**config.mk**
```make
export PLATFORM = sky130hd
export DESIGN_NAME = bp_be_issue_scoreboard
export DESIGN_NICKNAME = d
export VERILOG_FILES = /design/src/rtl/bp_be_issue_scoreboard_pkg.sv /design/src/rtl/bp_be_scoreboard_spec_fifo.sv /design/src/rtl/bp_be_issue_scoreboard.sv
export SDC_FILE = /design/constraint.sdc
export NUM_CORES = 1
export LEC_CHECK = 0
export BUFFER_PORTS_ARGS = -buffer_cell sky130_fd_sc_hd__buf_2
export CORE_MARGIN = 2
export CORE_UTILIZATION = 35
export CTS_BUF_LIST = sky130_fd_sc_hd__clkbuf_4
export CTS_CLUSTER_SIZE = 28
export DETAILED_ROUTE_END_ITERATION = 8
export PLACE_DENSITY = 0.59
export SYNTH_ARGS = -nofsm -noshare
export SYNTH_HDL_FRONTEND = slang
export SYNTH_HIERARCHICAL = 1
export SYNTH_SLANG_ARGS = --single-unit
```
**constraint.sdc**
```tcl
create_clock -name clk_i -period 3.45 [get_ports clk_i]
set_input_delay 0.1725 -clock clk_i [delete_from_list [all_inputs] [get_ports clk_i]]
set_output_delay 0.1725 -clock clk_i [all_outputs]
set_load 0.005 [all_outputs]
```
**src/rtl/bp_be_issue_scoreboard_pkg.sv**
```systemverilog
// rtl/bp_be_issue_scoreboard_pkg.sv - shared BE scoreboard types: spec FIFO entry and hazard reasons
package bp_be_issue_scoreboard_pkg;

  localparam int bp_be_sb_addr_width_gp = 5;

  typedef struct packed {
    logic [bp_be_sb_addr_width_gp-1:0] rd_addr;
  } bp_be_sb_entry_s;

  typedef enum logic [1:0] {
    e_sb_hz_none,
    e_sb_hz_rs1,
    e_sb_hz_rs2,
    e_sb_hz_full
  } bp_be_sb_hazard_e;

endpackage

```
**src/rtl/bp_be_scoreboard_spec_fifo.sv**
```systemverilog
// rtl/bp_be_scoreboard_spec_fifo.sv - in-order FIFO of uncommitted long-latency destinations
module bp_be_scoreboard_spec_fifo
  import bp_be_issue_scoreboard_pkg::*;
#(
  parameter int depth_p = 4
) (
  input  logic                           clk_i,
  input  logic                           reset_n_i,
  input  logic                           push_v_i,
  input  bp_be_sb_entry_s                push_data_i,
  input  logic                           pop_v_i,
  input  logic                           flush_i,
  output logic                           full_o,
  output logic                           empty_o,
  output logic [depth_p-1:0]             valid_o,
  output logic [$clog2(depth_p)-1:0]     head_idx_o,
  output bp_be_sb_entry_s [depth_p-1:0]  data_o
);

  localparam int ptr_w_lp = $clog2(depth_p);

  logic [ptr_w_lp:0] wptr_q, wptr_d, rptr_q, rptr_d, count;
  logic              push_ok;
  bp_be_sb_entry_s [depth_p-1:0] mem_q;

  assign full_o     = (wptr_q[ptr_w_lp-1:0] == rptr_q[ptr_w_lp-1:0]) && (wptr_q[ptr_w_lp] != rptr_q[ptr_w_lp]);
  assign empty_o    = (wptr_q == rptr_q);
  assign push_ok    = push_v_i & ~full_o;
  assign count      = wptr_q - rptr_q;
  assign head_idx_o = rptr_q[ptr_w_lp-1:0];
  assign data_o     = mem_q;
  assign wptr_d     = wptr_q + {{ptr_w_lp{1'b0}}, push_ok};

  // Flush leaves the FIFO empty by snapping the read pointer onto the write pointer.
  always_comb begin
    rptr_d = rptr_q + {{ptr_w_lp{1'b0}}, pop_v_i & ~empty_o};
    if (flush_i) rptr_d = wptr_d;
  end

  always_comb begin
    valid_o = '0;
    for (int i = 0; i < depth_p; i++) begin
      valid_o[i] = {1'b0, ptr_w_lp'(i) - rptr_q[ptr_w_lp-1:0]} < count;
    end
  end

  always_ff @(posedge clk_i or negedge reset_n_i) begin
    if (!reset_n_i) begin
      wptr_q <= '0;
      rptr_q <= '0;
    end else begin
      wptr_q <= wptr_d;
      rptr_q <= rptr_d;
    end
  end

  always_ff @(posedge clk_i) begin
    if (push_ok) mem_q[wptr_q[ptr_w_lp-1:0]] <= push_data_i;
  end

endmodule

```
**src/rtl/bp_be_issue_scoreboard.sv**
```systemverilog
// rtl/bp_be_issue_scoreboard.sv - issue-stage long-latency hazard scoreboard; optional BP_BE_SCOREBOARD_WAW_EN adds WAW stall
module bp_be_issue_scoreboard
  import bp_be_issue_scoreboard_pkg::*;
#(
  parameter int reg_addr_width_p = bp_be_sb_addr_width_gp,
  parameter int spec_depth_p     = 4
) (
  input  logic                             clk_i,
  input  logic                             reset_n_i,
  input  logic                             isd_v_i,
  input  logic                             isd_rs1_v_i,
  input  logic                             isd_rs2_v_i,
  input  logic [reg_addr_width_p-1:0]      isd_rs1_addr_i,
  input  logic [reg_addr_width_p-1:0]      isd_rs2_addr_i,
  input  logic                             isd_rd_w_v_i,
  input  logic [reg_addr_width_p-1:0]      isd_rd_addr_i,
  input  logic                             isd_long_v_i,
  input  logic                             issue_v_i,
  input  logic                             cmt_long_v_i,
  input  logic                             poison_i,
  input  logic                             iwb_v_i,
  input  logic [reg_addr_width_p-1:0]      iwb_rd_addr_i,
  output logic                             dispatch_v_o,
  output logic                             hazard_rs1_o,
  output logic                             hazard_rs2_o,
  output logic                             hazard_full_o,
  output logic [2**reg_addr_width_p-1:0]   pending_o
);

  localparam int regs_lp = 2**reg_addr_width_p;
  localparam int idx_w_lp = $clog2(spec_depth_p);

  logic [1:0]              rst_sync_q;
  logic                    active;
  logic [regs_lp-1:0]      pending_q, pending_d;
  logic                    issue_en, waw_hz;
  logic                    fifo_full, fifo_empty;
  logic [spec_depth_p-1:0] fifo_valid;
  logic [idx_w_lp-1:0]     fifo_head;
  bp_be_sb_entry_s [spec_depth_p-1:0] fifo_data;
  bp_be_sb_entry_s         push_entry;

  // Reset asserts immediately but releases two clocks later; outputs stay quiet until then.
  always_ff @(posedge clk_i or negedge reset_n_i) begin
    if (!reset_n_i) rst_sync_q <= 2'b00;
    else            rst_sync_q <= {rst_sync_q[0], 1'b1};
  end
  assign active = rst_sync_q[1];

`ifdef BP_BE_SCOREBOARD_WAW_EN
  assign waw_hz = isd_rd_w_v_i & (isd_rd_addr_i != '0) & pending_q[isd_rd_addr_i];
`else
  assign waw_hz = 1'b0;
`endif

  assign hazard_rs1_o  = active & isd_v_i & ((isd_rs1_v_i & pending_q[isd_rs1_addr_i]) | waw_hz);
  assign hazard_rs2_o  = active & isd_v_i & isd_rs2_v_i & pending_q[isd_rs2_addr_i];
  assign hazard_full_o = active & isd_v_i & isd_long_v_i & isd_rd_w_v_i & fifo_full;
  assign dispatch_v_o  = active & isd_v_i & ~poison_i & ~(hazard_rs1_o | hazard_rs2_o | hazard_full_o);
  assign pending_o     = pending_q;

  assign issue_en           = active & issue_v_i & ~poison_i & isd_long_v_i & isd_rd_w_v_i & (isd_rd_addr_i != '0);
  assign push_entry.rd_addr = isd_rd_addr_i;

  bp_be_scoreboard_spec_fifo #(.depth_p(spec_depth_p)) spec_fifo (
    .clk_i       (clk_i),
    .reset_n_i   (reset_n_i),
    .push_v_i    (issue_en),
    .push_data_i (push_entry),
    .pop_v_i     (active & cmt_long_v_i),
    .flush_i     (active & poison_i),
    .full_o      (fifo_full),
    .empty_o     (fifo_empty),
    .valid_o     (fifo_valid),
    .head_idx_o  (fifo_head),
    .data_o      (fifo_data)
  );

  // Commit pop, then poison clear of surviving entries, then writeback clear; a same-cycle issue wins.
  always_comb begin
    pending_d = pending_q;
    if (active && poison_i) begin
      for (int i = 0; i < spec_depth_p; i++) begin
        if (fifo_valid[i] && !(cmt_long_v_i && (fifo_head == idx_w_lp'(i))))
          pending_d[fifo_data[i].rd_addr] = 1'b0;
      end
    end
    if (active && iwb_v_i) pending_d[iwb_rd_addr_i] = 1'b0;
    if (issue_en)          pending_d[isd_rd_addr_i] = 1'b1;
    pending_d[0] = 1'b0;
  end

  always_ff @(posedge clk_i or negedge reset_n_i) begin
    if (!reset_n_i) pending_q <= '0;
    else            pending_q <= pending_d;
  end

`ifndef SYNTHESIS
  a_issue_legal: assert property (@(posedge clk_i) disable iff (!reset_n_i)
    (active && issue_v_i && !poison_i) |-> dispatch_v_o);
  a_commit_legal: assert property (@(posedge clk_i) disable iff (!reset_n_i)
    (active && cmt_long_v_i) |-> !fifo_empty);
`endif

endmodule

```
---- Word level (Yosys, flattened, before mapping) ----
Cells that the tools add are included.
word-level totals
  register bits ........................... 59
  bits of input ports ..................... 31
  output and inout port bits .............. 36
  logic and storage cells ................. 131
cells by class
  add/subtract/negate cells ............... 7
  order comparisons ....................... 20
  eq/ne operators ......................... 6
  multiplexer cells ....................... 30
  bitwise logic cells ..................... 36
  reductions and logical operators ........ 24
operators with widths
  operator                                                                      number
  32-bit 2-to-1 mux                                                             10
  32-bit bitwise AND                                                            5
  32-bit NOT                                                                    5
  5-bit by 6-bit less-than comparator with 1-bit output, second input constant  8
  32-bit OR                                                                     1
  1-bit demux with 5-bit select                                                 6
  5-bit by 1-bit >= comparator with 1-bit output, second input constant         6
  20-bit bitwise mux                                                            1
  1-bit bitwise AND                                                             19
  1-bit logical AND                                                             18
  2-bit by 3-bit less-than comparator with 1-bit output                         4
  1-bit binary-select mux with 5-bit select                                     2
  5-bit demux with 2-bit select                                                 1
  1-bit 2-to-1 mux                                                              8
  3-bit by 1-bit adder with 3-bit output                                        2
  5-bit 2-to-1 mux                                                              1
  5-bit nonzero test                                                            1
  2-bit equality test, second input constant                                    2
  1-bit logical NOT                                                             4
  1-bit NOT                                                                     4
  1-bit by 2-bit subtractor with 2-bit output, first input constant             2
  2-bit subtractor, first input constant                                        2
  3-bit equality test                                                           1
  2-bit by 3-bit less-than comparator with 1-bit output, second input constant  1
  other kinds (8)                                                               9

---- Longest topological paths before layout ----
  depth after elaboration ................. 21
  gate-level depth with buffers ........... 13
  gate-level depth less buffers ........... 13

---- Hierarchy ----
Netlist, hierarchy kept.
modules (own cells, without submodules)
  module                      instances  cells each  area each (um2)  sequential area each (um2)
  bp_be_issue_scoreboard      1          400         3387.0           825.8
  bp_be_scoreboard_spec_fifo  1          74          1168.6           750.7

---- Worst setup path before layout ----
OpenSTA, ideal clock, no wires.
  path kind ............................... flip-flop to flip-flop
  from .................................... register spec_fifo.wptr_q[0]
  to ...................................... register pending_q[2] (netlist: pending_o[2])
  library setup time ...................... 0.124 ns
  arrival time ............................ 2.987 ns
  data required time ...................... 3.326 ns
  slack ................................... 0.339 ns
  cell stages (with the launch flop) ...... 14
  path buffers ............................ 0
  clock period less this slack ............ 3.111 ns
  path through ............................ dfrtp_1 inv_1 ha_1 inv_1 fa_1 inv_1 ha_1 nor2b_1 o21ai_0 inv_1 or3b_2 o21ai_1 nor3_1 a211o_1
on the way
  elaborated cells on any way between the ends .. 24
  those cells by class .................... add/sub: 1; order compare: 4; mux: 10; bitwise: 5; reduce/logical: 4
RTL lines
  element                                                    line                              source
  start: declaration                                         bp_be_scoreboard_spec_fifo.sv:22  logic [ptr_w_lp:0] wptr_q, wptr_d, rptr_q, rptr_d, count;
  start signal: assignment                                   bp_be_scoreboard_spec_fifo.sv:52  wptr_q <= wptr_d;
  3-bit subtractor (*)                                       bp_be_scoreboard_spec_fifo.sv:29  assign count = wptr_q - rptr_q;
  2-bit by 3-bit less-than comparator with 1-bit output (*)  bp_be_scoreboard_spec_fifo.sv:43  valid_o[i] = {1'b0, ptr_w_lp'(i) - rptr_q[ptr_w_lp-1:0]} < count;
  net fifo_valid[3]                                          bp_be_issue_scoreboard.sv:38      logic [spec_depth_p-1:0] fifo_valid;
  1-bit logical AND (*)                                      bp_be_issue_scoreboard.sv:84      if (fifo_valid[i] && !(cmt_long_v_i && (fifo_head == idx_w_lp'(i))))
  32-bit 2-to-1 mux (*)                                      bp_be_issue_scoreboard.sv:84
  32-bit 2-to-1 mux (*)                                      bp_be_issue_scoreboard.sv:82      if (active && poison_i) begin
  32-bit bitwise AND (no source line)                        -
  32-bit 2-to-1 mux (*)                                      bp_be_issue_scoreboard.sv:88      if (active && iwb_v_i) pending_d[iwb_rd_addr_i] = 1'b0;
  32-bit OR (no source line)                                 -
  32-bit 2-to-1 mux (*)                                      bp_be_issue_scoreboard.sv:89      if (issue_en) pending_d[isd_rd_addr_i] = 1'b1;
  net pending_d[2]                                           bp_be_issue_scoreboard.sv:35      logic [regs_lp-1:0] pending_q, pending_d;
  end signal: assignment                                     bp_be_issue_scoreboard.sv:95      else pending_q <= pending_d;
  end: declaration                                           bp_be_issue_scoreboard.sv:35
The timed path passes the listed nets; every way through them passes the cells marked *. The select of a mux whose other input is x is not followed.
A chain may end at the register's enable or synchronous reset.

---- Worst setup path after layout ----
  from .................................... register spec_fifo.wptr_q[0]
  to ...................................... register pending_q[4] (netlist: pending_o[4])
on the way
  elaborated cells on any way between the ends .. 24
  those cells by class .................... add/sub: 1; order compare: 4; mux: 10; bitwise: 5; reduce/logical: 4
RTL lines
  element                                                    line
  3-bit subtractor (*)                                       bp_be_scoreboard_spec_fifo.sv:29
  2-bit by 3-bit less-than comparator with 1-bit output (*)  bp_be_scoreboard_spec_fifo.sv:43
  net fifo_valid[1]                                          bp_be_issue_scoreboard.sv:38
  1-bit logical AND (*)                                      bp_be_issue_scoreboard.sv:84
  32-bit 2-to-1 mux (*)                                      bp_be_issue_scoreboard.sv:84
  32-bit 2-to-1 mux (*)                                      bp_be_issue_scoreboard.sv:82
  32-bit bitwise AND (no source line)                        -
  32-bit 2-to-1 mux (*)                                      bp_be_issue_scoreboard.sv:84
  32-bit 2-to-1 mux (*)                                      bp_be_issue_scoreboard.sv:82
  32-bit bitwise AND (no source line)                        -
  32-bit 2-to-1 mux (*)                                      bp_be_issue_scoreboard.sv:84
  32-bit 2-to-1 mux (*)                                      bp_be_issue_scoreboard.sv:82
  32-bit bitwise AND (no source line)                        -
  32-bit 2-to-1 mux (*)                                      bp_be_issue_scoreboard.sv:88
  32-bit OR (no source line)                                 -
  32-bit 2-to-1 mux (*)                                      bp_be_issue_scoreboard.sv:89
  net pending_d[4]                                           bp_be_issue_scoreboard.sv:35
Marked as above.

==> results.cfg <==
[run]
max_cap_check_violation_count = 0

[clocking]
clock_insertion_delay_worst_skew_ns = 0.45
cts_num_sinks = 59
reg_clk_slew_reported_paths_ns = 0.12
cts.path.max_buffers = 2
htree_levels = 3
ctsRootBufferMaster = clkbuf_4
number_of_clock_buffers_inserted_by_tritoncts = 9
cts_tree = yes

[global_routing]
grt_first_pass_wirelength_um = 26400
grt_max_degree = 40
overflow = 0
global_route.usage.total_pct = 25.2
grt_antenna_before_repair = 0
vias_in_the_first_global_route = 4379

[final_layout]
num_antenna_cells = 0
final_layout_size_suffix_gt1_share_pct = 24.9
nets = 585
syn2layout_area_growth_pct = 15.6

[timing]
final.min_clock_period_ns = 3.24
grt_setup_unrepaired = no
final_hold_violation_count = 0
worst_pin_slew_ns = 1.09
timing.fmax_mhz = 309
setup_viol_count_final = 0
clock-skew-final_ns = 0.0121
setup_slack_ns = 0.214
final.setup.tns_ns = 0
relSlewSlack_pct = 26.9
period_share_pct = 93.8
drv_slew = 0

[critical_path]
worstSetupPathType = reg2reg
worst_path_max_delay_cell = fa_1
worstPathCellList = inv_1 -> ha_1 -> inv_1 -> fa_1 -> inv_1 -> ha_1 -> nor2b_1 -> o21ai_1 -> nor4bb_1 -> buf_4 -> inv_1 -> o221ai_1 -> o31ai_1
crit_required_ns = 3.77
cpPeakStageDelay_ns = 0.47
setup.worst_path.start_class = flip-flop
cp.arrival_ns = 3.56
timing.critical_path.to_type = flip-flop
crit_path_frequent_cell = inv_1
cp_max_fo = 5

[place]
pre_cts_slack_ns = 0.131
gp_routability_congestion = 1.01
io_buffers = 65
place_hpwl_um = 12800

[worst_hold_path]
worst_hold_path_type = in2reg

[power]
max-vdd-ir-drop_uv = 388
cellPowerDensity_nw_per_um2 = 579
pleak_nw = 1.88

[floorplanning]
fp.dieArea_sq_um = 13900
initial_util_pct = 35.9
core.rowCount = 41
floorplan.die.width_um = 118
coreArea_sq_um = 12700
design.portCount = 67
floorplan.die.height_um = 118

[synthesis]
synth_cells = 473
syn_area_sq_um = 4550
synth_fp_nets = 516
postSynthAreaPerCell_sq_um = 9.62
synth_warnings = 6

[outcome]
status = complete, no violations

[detailed_routing]
route.antenna.remaining_nets = 0
detail_route.wirelength_um = 17600
route.vias.total = 4643
remaining_drc_errors = 0
routedWlPerCell_um = 24.5
route.detailed.vias_per_inst = 6.46
detailedRoute.firstIterationViolations = 557
firstDrtPassIters = 5
state kept, by name, indices dropped and copies added (netlist names):
register and flops:
pending_o 31, rst_sync_q 2, spec_fifo/rptr_q 3, spec_fifo/wptr_q 3, spec_fifo/data_o 20
cells in the final DEF, fill, tap and decap left out, drive strengths merged, types with 3 or more instances in the layout:
cell / n
buf: 86
dfrtp: 39
nor2: 36
o21ai: 35
o22ai: 33
o221ai: 27
nand2: 26
nand3b: 20
edfxtp: 20
inv: 19
nand3: 16
mux4: 14
or3: 11
nor2b: 11
or4: 11
ha: 11
nand4b: 11
or3b: 10
clkbuf: 9
nand4: 8
o21a: 7
a31oi: 6
nor3: 6
nand2b: 5
o22a: 5
o31ai: 5
mux2i: 5
mux2: 5
clkinvlp: 4
a311oi: 4
nor3b: 3
nor4: 3
nor4bb: 3
xor2: 3
cell type report:
cell class	instances	area, sq um
Inverter	18	67.6
Fill cell	1291	7410
Sequential cell	59	1580
Tap cell	172	215
Timing Repair Buffer	87	493
Clock inverter	7	77.6
Clock buffer	9	67.6
Multi-Input combinational cell	367	2770
worst paths after layout:
path / endpoint / depth (start not counted) / slack (ns) / from
max in group asynchronous: spec_fifo/rptr_q[1]$_DFF_PN0_ / 2 / 2.44 / reset_n_i
min reg2reg: rst_sync_q[1]$_DFF_PN0_ / 0 / 0.36 / rst_sync_q[0]$_DFF_PN0_
min: spec_fifo/data_o[10]$_DFFE_PP_ / 1 / 0.09 / isd_rd_addr_i[0]
max reg2reg: pending_o[4]$_DFF_PN0_ / 13 / 0.21 / spec_fifo/wptr_q[0]$_DFF_PN0_
max: pending_o[4]$_DFF_PN0_ / 13 / 0.21 / spec_fifo/wptr_q[0]$_DFF_PN0_
min in group asynchronous: pending_o[26]$_DFF_PN0_ / 2 / 0.40 / reset_n_i
critical path, delay by kind of cell, from the launching register on:
family | cells | cell delay (ns)
AOI/OAI and AO/OA | 3 | 0.61
buffers and inverters | 5 | 0.62
DFF | 1 | 0.44
adders and majority gates | 3 | 0.95
and+or+nand+nor | 2 | 0.49
power by group:
group / internal, W / switching [W]
registers: 0.000795 / 0.0000897
clock network: 0.000223 / 0.000306
logic: 0.000675 / 0.000957
total: 0.00169 / 0.00135
timing repair:
| item | CTS | global route |
|---|---|---|
| hold endpoints to repair | 39 | 0 |
| gates resized for setup | 0 | 7 |
| buffers inserted | 0 | 1 |
| endpoints found under the setup margin | 0 | 20 |
| hold buffers | 1 | 0 |
per-stage QoR:
stage / instance area, sq um / cells / hold WS, ns / power, W / utilization, %
finish: 5260 / 719 / 0.0905 / 0.00305 / 41.5
global route: 5260 / 719 / 0.0766 / 0.00324 / 41.5
CTS: 5240 / 718 / 0.0696 / 0.00298 / 41.4
detailed placement: 5090 / 701 / 0.340 / 0.00244 / 40.2
global placement: 5090 / 701 / 0.335 / 0.00242 / 40.2
floorplan: 4550 / 473 / -0.123 / 0.00183 / -
metal layers:
metal | vias to the layer above | GRT usage (%) | share of wire, %
met5 | - | 0 | 0
met4 | 0 | 11.0 | 3.2
met3 | 48 | 6.06 | 10
met2 | 295 | 41.0 | 46
met1 | 2266 | 31.8 | 40
li1 | 2034 | - | -
(Power assumes the default switching activity.)
